[src/rtl/mod_stream_reducer_if.sv]
// Chunk-in / residue-out handshake bundle for the streaming modulo reducer.
// Both ports use valid/ready: a beat transfers on a rising clk edge where valid and ready are both 1.
interface mod_stream_reducer_if #(
    parameter int CHUNK_W = 6,
    parameter int RES_W   = 8,
    parameter int CNT_W   = 7
) ();
    logic               in_valid;
    logic               in_ready;
    logic [CHUNK_W-1:0] in_data;
    logic               in_last;
    logic               res_valid;
    logic               res_ready;
    logic [RES_W-1:0]   res_data;
    logic               res_err;
    logic [CNT_W-1:0]   res_chunks;

    modport master (
        output in_valid, in_data, in_last, res_ready,
        input  in_ready, res_valid, res_data, res_err, res_chunks
    );

    modport slave (
        input  in_valid, in_data, in_last, res_ready,
        output in_ready, res_valid, res_data, res_err, res_chunks
    );
endinterface

[src/rtl/mod_stream_reducer.sv]
// Horner-style reduction of a chunk stream (MS chunk first) modulo MODULUS, one chunk per clock,
// with the residue, chunk count and truncation flag presented on a valid/ready result port.
module mod_stream_reducer #(
    parameter int MODULUS    = 241,
    parameter int CHUNK_W    = 6,
    parameter int RES_W      = 8,
    parameter int MAX_CHUNKS = 84,
    parameter int CNT_W      = 7
) (
    input  logic                clk,
    input  logic                rst_n,
    mod_stream_reducer_if.slave bus,
    output logic [1:0]          dbg_state
);
    localparam int W = RES_W + CHUNK_W;

    typedef enum logic [1:0] {
        IDLE  = 2'd0,
        ACCUM = 2'd1,
        DONE  = 2'd2
    } state_t;

    state_t           state;
    logic [RES_W-1:0] acc;
    logic [CNT_W-1:0] cnt;
    logic [W-1:0]     red;
    logic [RES_W-1:0] red_res;
    logic             accept;
    logic             term;

    // acc < MODULUS keeps t below MODULUS*2^CHUNK_W, so CHUNK_W shifted subtractions fully reduce it.
    always_comb begin
        red = {acc, bus.in_data};
        for (int k = CHUNK_W - 1; k >= 0; k--) begin
            if (red >= (W'(MODULUS) << k)) begin
                red = red - (W'(MODULUS) << k);
            end
        end
    end

    assign red_res   = RES_W'(red);
    assign accept    = bus.in_valid & bus.in_ready;
    assign term      = accept & (bus.in_last | (cnt == CNT_W'(MAX_CHUNKS - 1)));
    assign dbg_state = state;

    always_ff @(posedge clk or negedge rst_n) begin
        if (!rst_n) begin
            state          <= IDLE;
            acc            <= '0;
            cnt            <= '0;
            bus.in_ready   <= 1'b1;
            bus.res_valid  <= 1'b0;
            bus.res_data   <= '0;
            bus.res_err    <= 1'b0;
            bus.res_chunks <= '0;
        end else begin
            case (state)
                IDLE, ACCUM: begin
                    if (accept) begin
                        acc <= red_res;
                        cnt <= cnt + CNT_W'(1);
                        if (term) begin
                            state          <= DONE;
                            bus.in_ready   <= 1'b0;
                            bus.res_valid  <= 1'b1;
                            bus.res_data   <= red_res;
                            bus.res_chunks <= cnt + CNT_W'(1);
                            // Ending without in_last means the operand was cut at MAX_CHUNKS.
                            bus.res_err    <= ~bus.in_last;
                        end else begin
                            state <= ACCUM;
                        end
                    end
                end
                DONE: begin
                    if (bus.res_ready) begin
                        state         <= IDLE;
                        bus.res_valid <= 1'b0;
                        bus.in_ready  <= 1'b1;
                        acc           <= '0;
                        cnt           <= '0;
                    end
                end
                default: begin
                    state        <= IDLE;
                    bus.in_ready <= 1'b1;
                end
            endcase
        end
    end
endmodule

[src/flat_wrapper.sv]
// flat-port wrapper written by rule: the top's interface ports become plain ports
module mod_stream_reducer_flat 
#(
    parameter int MODULUS    = 241,
    parameter int CHUNK_W    = 6,
    parameter int RES_W      = 8,
    parameter int MAX_CHUNKS = 84,
    parameter int CNT_W      = 7
)
  (clk, rst_n, dbg_state, bus_in_valid, bus_in_data, bus_in_last, bus_res_ready, bus_in_ready, bus_res_valid, bus_res_data, bus_res_err, bus_res_chunks);
  mod_stream_reducer_if #(.CHUNK_W(CHUNK_W), .RES_W(RES_W), .CNT_W(CNT_W)) bus_i ();
  input  logic clk;
  input  logic rst_n;
  output logic [1:0] dbg_state;
  input wire logic [$bits(bus_i.in_valid)-1:0] bus_in_valid;
  input wire logic [$bits(bus_i.in_data)-1:0] bus_in_data;
  input wire logic [$bits(bus_i.in_last)-1:0] bus_in_last;
  input wire logic [$bits(bus_i.res_ready)-1:0] bus_res_ready;
  output wire logic [$bits(bus_i.in_ready)-1:0] bus_in_ready;
  output wire logic [$bits(bus_i.res_valid)-1:0] bus_res_valid;
  output wire logic [$bits(bus_i.res_data)-1:0] bus_res_data;
  output wire logic [$bits(bus_i.res_err)-1:0] bus_res_err;
  output wire logic [$bits(bus_i.res_chunks)-1:0] bus_res_chunks;
  assign bus_i.in_valid = bus_in_valid;
  assign bus_i.in_data = bus_in_data;
  assign bus_i.in_last = bus_in_last;
  assign bus_i.res_ready = bus_res_ready;
  assign bus_in_ready = bus_i.in_ready;
  assign bus_res_valid = bus_i.res_valid;
  assign bus_res_data = bus_i.res_data;
  assign bus_res_err = bus_i.res_err;
  assign bus_res_chunks = bus_i.res_chunks;
  mod_stream_reducer #(.MODULUS(MODULUS), .CHUNK_W(CHUNK_W), .RES_W(RES_W), .MAX_CHUNKS(MAX_CHUNKS), .CNT_W(CNT_W)) u_core (.clk(clk), .rst_n(rst_n), .bus(bus_i), .dbg_state(dbg_state));
endmodule
[config.mk]
export PLATFORM = sky130hd
export DESIGN_NAME = mod_stream_reducer_flat
export DESIGN_NICKNAME = d
export VERILOG_FILES = /design/src/rtl/mod_stream_reducer_if.sv /design/src/rtl/mod_stream_reducer.sv /design/src/flat_wrapper.sv
export SDC_FILE = /design/constraint.sdc
export NUM_CORES = 1
export LEC_CHECK = 0
export ABC_AREA = 1
export BUFFER_PORTS_ARGS = -buffer_cell sky130_fd_sc_hd__buf_2
export CORE_UTILIZATION = 45
export DETAILED_ROUTE_END_ITERATION = 7
export SYNTH_ARGS = -nofsm -noshare
export SYNTH_HDL_FRONTEND = slang
export SYNTH_SLANG_ARGS = --single-unit
[constraint.sdc]
create_clock -name clk -period 5.6 [get_ports clk]
set_input_delay 0.28 -clock clk [delete_from_list [all_inputs] [get_ports clk]]
set_output_delay 0.28 -clock clk [all_outputs]
set_load 0.005 [all_outputs]
# After elaboration in Yosys (flattened, before gate mapping)
# Cells that the tools add are included.
# totals
register_bits,35
inputBits,11
out_inout_bits,20
word_cells,63
# classes
add_sub_neg,7
n_lt_le_gt_ge,6
n_eq_ne,6
n_mux,24
bitwise,4
n_reduce_logical,8
# op_table
cell,count
two-way mux 14 bit,5
two-way mux 8 bit,3
case mux 8 bit (2 select lines),1
"greater-or-equal comparator 14 x 10 -> 1 bit, second input constant",1
"greater-or-equal comparator 14 x 11 -> 1 bit, second input constant",1
"greater-or-equal comparator 14 x 12 -> 1 bit, second input constant",1
"greater-or-equal comparator 14 x 13 -> 1 bit, second input constant",1
"greater-or-equal comparator 14 x 8 -> 1 bit, second input constant",1
"greater-or-equal comparator 14 x 9 -> 1 bit, second input constant",1
two-way mux 7 bit,2
case mux 7 bit (2 select lines),1
"subtractor 14 x 10 -> 14 bit, second input constant",1
"subtractor 14 x 11 -> 14 bit, second input constant",1
"subtractor 14 x 12 -> 14 bit, second input constant",1
"subtractor 14 x 13 -> 14 bit, second input constant",1
"subtractor 14 x 9 -> 14 bit, second input constant",1
AND reduction 3 bit,3
"subtractor 8 bit, second input constant",1
"adder 7 x 1 -> 7 bit, second input constant",1
"equality test 7 bit, second input constant",1
two-way mux 1 bit,6
two-way mux 2 bit,3
"inequality test 2 x 1 -> 1 bit, second input constant",2
case mux 1 bit (2 select lines),2
other kinds (12),13

# Longest topological paths before layout
# depth
word_depth,14
mapped_depth,55
mapped_depth_nobuf,51

# Least setup slack after synthesis
# No wires, ideal clock.
# synth_timing
path_type,reg2reg
start,reg u_core.acc[2]
end,reg u_core.bus.res_data[5]
arrival_time_ns,5.410
slack_ns,0.074
stages_incl_launch_ff,53
n_path_buf,4
path_cell_list,dfrtp_1 > nor2_4 > nand2_2 > a21oi_4 > nand2_2 > buf_6 > nand2_1 > nand2_1 > inv_1 > ha_1 > inv_1 > nor2_4 > nand3_2 > nand2_4 > nand2_4 > buf_8 > nand2_2 > nand2_1 > (+17 left out) > inv_2 > nand2_1 > nor2_2 > nand3_4 > nand2_2 > buf_6 > nand2_1 > nand2_1 > inv_1 > ha_1 > inv_1 > nand4_2 > nand3_4 > nand2_4 > nand2_2 > nand2_2 > nand2_1 > nand2_1
# synth_between
elab_chain_cells,12
# synth_lines
element,line_no,rtl
from (decl),mod_stream_reducer.sv:24,logic [RES_W-1:0] acc;
from (signal assigned),mod_stream_reducer.sv:60,acc <= red_res;
subtractor 14 x 13 -> 14 bit / greater-or-equal comparator 14 x 13 -> 1 bit (equally long branches),"mod_stream_reducer.sv:36, mod_stream_reducer.sv:35",
two-way mux 14 bit *,mod_stream_reducer.sv:35,if (red >= (W'(MODULUS) << k)) begin
subtractor 14 x 12 -> 14 bit / greater-or-equal comparator 14 x 12 -> 1 bit (equally long branches),"mod_stream_reducer.sv:36, mod_stream_reducer.sv:35",
two-way mux 14 bit *,mod_stream_reducer.sv:35,
subtractor 14 x 11 -> 14 bit / greater-or-equal comparator 14 x 11 -> 1 bit (equally long branches),"mod_stream_reducer.sv:36, mod_stream_reducer.sv:35",
two-way mux 14 bit *,mod_stream_reducer.sv:35,
subtractor 14 x 10 -> 14 bit / greater-or-equal comparator 14 x 10 -> 1 bit (equally long branches),"mod_stream_reducer.sv:36, mod_stream_reducer.sv:35",
two-way mux 14 bit *,mod_stream_reducer.sv:35,
subtractor 14 x 9 -> 14 bit / greater-or-equal comparator 14 x 9 -> 1 bit (equally long branches),"mod_stream_reducer.sv:36, mod_stream_reducer.sv:35",
two-way mux 14 bit *,mod_stream_reducer.sv:35,
greater-or-equal comparator 14 x 8 -> 1 bit / subtractor 8 bit (equally long branches),"mod_stream_reducer.sv:35, mod_stream_reducer.sv:36",
two-way mux 8 bit *,mod_stream_reducer.sv:35,
to (signal assigned),mod_stream_reducer.sv:66,bus.res_data <= red_res;
to (decl),mod_stream_reducer_if.sv:25,"output in_ready, res_valid, res_data, res_err, res_chunks"
# Mark *: on every way between the ends. The rest lies on a longest branch, timed or not.
# A chain may end at the register's enable or synchronous reset.

# Worst setup path after layout
# layout_timing
start,reg u_core.acc[0]
end,reg u_core.bus.res_data[4]
# Same word-level chain as after synthesis.

==> flow_summary_export.csv <==
group,metric,value,unit
worst_setup_path,startpoint,"u_core.acc[0]",
synth,synthAdderAreaFrac,0.0359,
drt,dr.pass1.iters,4,
worst_setup_path,start_kind,"flop",
sta,worst_slew_pin_slew,0.759,ns
worst_setup_path,slowest_delay,0.44,ns
worst_setup_path,cp_data_arrival_time,5.56,ns
worst_setup_path,ff2ff_setup_slack,0.26,ns
final_layout,area_growth,29.0,%
drt,avgRoutedWirePerCell,12.8,um
synth,synth-simple-area-share,0.518,
drt,viasPerCell,5.08,
floorplanning,fp-row-count,34,
clock_network,cts_sinks,35,
synth,avgSynthCellArea,6.28,um2
synth,synth_edf_count,0,
worst_setup_path,r2r_cells,45,
global_routing,track_usage,0.233,
synth,ys_seq_area_frac,0.210,
clock_network,hold_buffers,0,
drt,met2WireLength,5600,um
worst_setup_path,crit_path_top_delay_cell,"dfrtp_2",
sta,relSlewSlack,0.492,
drt,num_vias,4458,
clock_network,cts_buffers,5,
sta,period_minus_slack,5.34,ns
worst_setup_path,timing.rr.start,"u_core.acc[0]",
global_routing,overflow,0,
floorplanning,die_h,98.4,um
worst_setup_path,end_kind,"flop",
synth,synthXorXnorAreaFrac,0.0586,
synth,synth_nets,689,
clock_network,ctsHtreeMaxLevel,2,
global_routing,grt_max_degree,36,
sta,finalCritPeriodShare,0.954,
drt,drtIter0Drc,170,
floorplanning,dieWidth,98.4,um
final_layout,multi_input_area,3190,um2
drt,antenna_left,0,
drt,wl_met3,443,um
synth,synth_top_flop_cell,"dfrtp_1",
floorplanning,core,8850,um2
drt,drc,0,
floorplanning,fp.dieArea,9680,um2
clock_network,clkTransAtPathRegs,0.07,ns
clock_network,cts_tree,"yes",
sta,fmax,187,MHz
synth,synth.distinct_cells,43,
clock_network,clock_latency,0.28,ns
placed_design,globalplace.congestion,1.03,
sta,hold_viol,0,
final_layout,nets,791,
sta,setup_viol,0,
drt,wl_met1,5050,um
global_routing,first_global_vias,4196,
sta,finalSetupTns,0,ns
drt,totalWireLength,11300,um
synth,synth_top_family_by_area,"simple AND/OR/NAND/NOR gates",
synth,synth_compound_area_frac,0.0700,
sta,maxSlewViolCount,0,
clock_network,cts_buffer_depth,2,
final_layout,regArea,882,um2
worst_setup_path,endpoint,"u_core.bus.res_data[4]",
worst_hold_path,hold_path_class,"input pin to asynchronous set/reset pin",
final_layout,diodes,0,
global_routing,antenna_found_initial,0,
final_layout,fillers,816,
synth,ys_async_sr_fraction,1.00,
synth,syn-instance-count,666,
floorplanning,initial_core_util,0.473,
worst_setup_path,cp.required,5.82,ns
placed_design,port_buffers,30,
worst_setup_path,crit_type,"flop to flop",
placed_design,hpwl,8410,um
sta,fin_skew,0.00341,ns
clock_network,cts-root-buf,"clkbuf_8",
run,max_cap_violations,0,
worst_setup_path,r2r-end,"u_core.bus.res_data[4]",
final_layout,fin_cells,877,
synth,syn_area,4180,um2
drt,top_layer_used,"met4",
placed_design,place_inst,823,
worst_setup_path,critPathMaxFanout,10,
run_status,status,"complete, no violations",
synth,yosysWarnings,0,
global_routing,grt_pass1_wl,18800,um
final_layout,drive_gt1_frac,0.343,
synth,synth_seq_cells,35,
synth,synth_mux_area_frac,0,
floorplanning,io_pins,31,
worst_setup_path,cpMostUsedCell,"nand2_2",
==> layout make-up <==
class,instances,area share
clock buffer,8,0.0185
multi-input combinational,532,0.592
timing repair buffer,104,0.137
tap,108,0.0250
inverter,90,0.0640
sequential,35,0.163
==> worst min path at each step <==
stage               cells after the start  slack, ns  start                  endpoint
floorplan                               0      -0.02  rst_n             u_core.acc[0]
global placement                        1       0.39  rst_n  u_core.bus.res_chunks[6]
CTS                                     1       0.08  rst_n  u_core.bus.res_chunks[6]
finish                                  1       0.07  rst_n       u_core.dbg_state[0]
detailed placement                      1       0.39  rst_n  u_core.bus.res_chunks[6]
global route                            1       0.13  rst_n       u_core.dbg_state[1]
==> synthesized netlist by cell type, types with 2 or more instances <==
cell,number,area (um2)
nand2_1,229,860
nand3_1,85,425
inv_1,75,282
nor2_1,47,176
nand2_2,38,238
dfrtp_1,34,851
xor2_1,28,245
o21ai_0,22,110
ha_1,12,150
inv_2,12,45.0
nand4_1,8,50.1
nand2_4,7,78.8
nand3_2,7,70.1
nor2_2,7,43.8
a21oi_1,6,30.0
nor2_4,6,67.6
a21oi_4,4,65.1
buf_6,4,45.0
nand3_4,3,52.6
o21ai_1,3,15.0
o22ai_1,3,18.8
buf_4,2,15.0
buf_8,2,30.0
clkinv_1,2,7.51
nand3b_1,2,15.0
==> worst max-delay path, delay by kind of cell, from the launching register on <==
| kind | cells | cell delay, ns |
|---|---|---|
| flip-flops | 1 | 0.44 |
| adder cells (fa/ha/maj) | 2 | 0.32 |
| AND/OR/NAND/NOR | 35 | 3.45 |
| buffers and inverters | 7 | 0.87 |
| AO/OA/AOI/OAI | 1 | 0.17 |
==> cells by family after synthesis <==
| family | Yosys count |
|---|---|
| XOR/XNOR | 28 |
| AO/OA/AOI/OAI | 45 |
| flip-flops | 35 |
| adder cells (fa/ha/maj) | 12 |
| AND/OR/NAND/NOR | 446 |
| buffers and inverters | 100 |
==> what timing repair did <==
item | CTS | global route
gates resized for setup | 3 | 93
setup buffers | 0 | 45
pin swaps | 0 | 48
endpoints found under the setup margin | 16 | 16
gates cloned | 0 | 1
==> per-stage QoR <==
stage | area (um2) | hold WS [ns] | setup WS [ns] | utilization
6_report | 5400 | 0.0672 | 0.258 | 0.610
5_1_grt | 5400 | 0.127 | -0.143 | 0.610
3_3_place_gp | 4580 | 0.393 | -0.0106 | 0.517
4_1_cts | 4690 | 0.0833 | 0.00753 | 0.530
2_1_floorplan | 4180 | -0.0156 | 0.0736 | -
3_5_place_dp | 4580 | 0.393 | -0.0383 | 0.517
==> cells in the final DEF (no fill, tap or decap), types with 19 or more instances in the layout <==
| cell | instances |
|---|---|
| nand3_1 | 76 |
| nor2_1 | 39 |
| xor2_1 | 27 |
| inv_2 | 19 |
| buf_4 | 67 |
| nand2_2 | 51 |
| inv_1 | 68 |
| dfrtp_1 | 30 |
| buf_2 | 30 |
| nand2_1 | 207 |
| o21ai_0 | 22 |
==> layer usage <==
metal	track usage	up-vias
met4	0.0551	0
met2	0.423	104
met1	0.300	2039
met3	0.0206	12
met5	0	-
li1	-	2303
==> sequential cells by signal (all words and copies together), names as in the netlist <==
name / cells
u_core.acc: 8
u_core.bus.in_ready: 1
u_core.bus.res_chunks: 7
u_core.bus.res_data: 8
u_core.bus.res_err: 1
u_core.bus.res_valid: 1
u_core.cnt: 7
u_core.dbg_state: 2
Power is left out: the tool's default activity adds up to more than one toggle a clock period on the data nets, which glitch-free logic cannot reach.
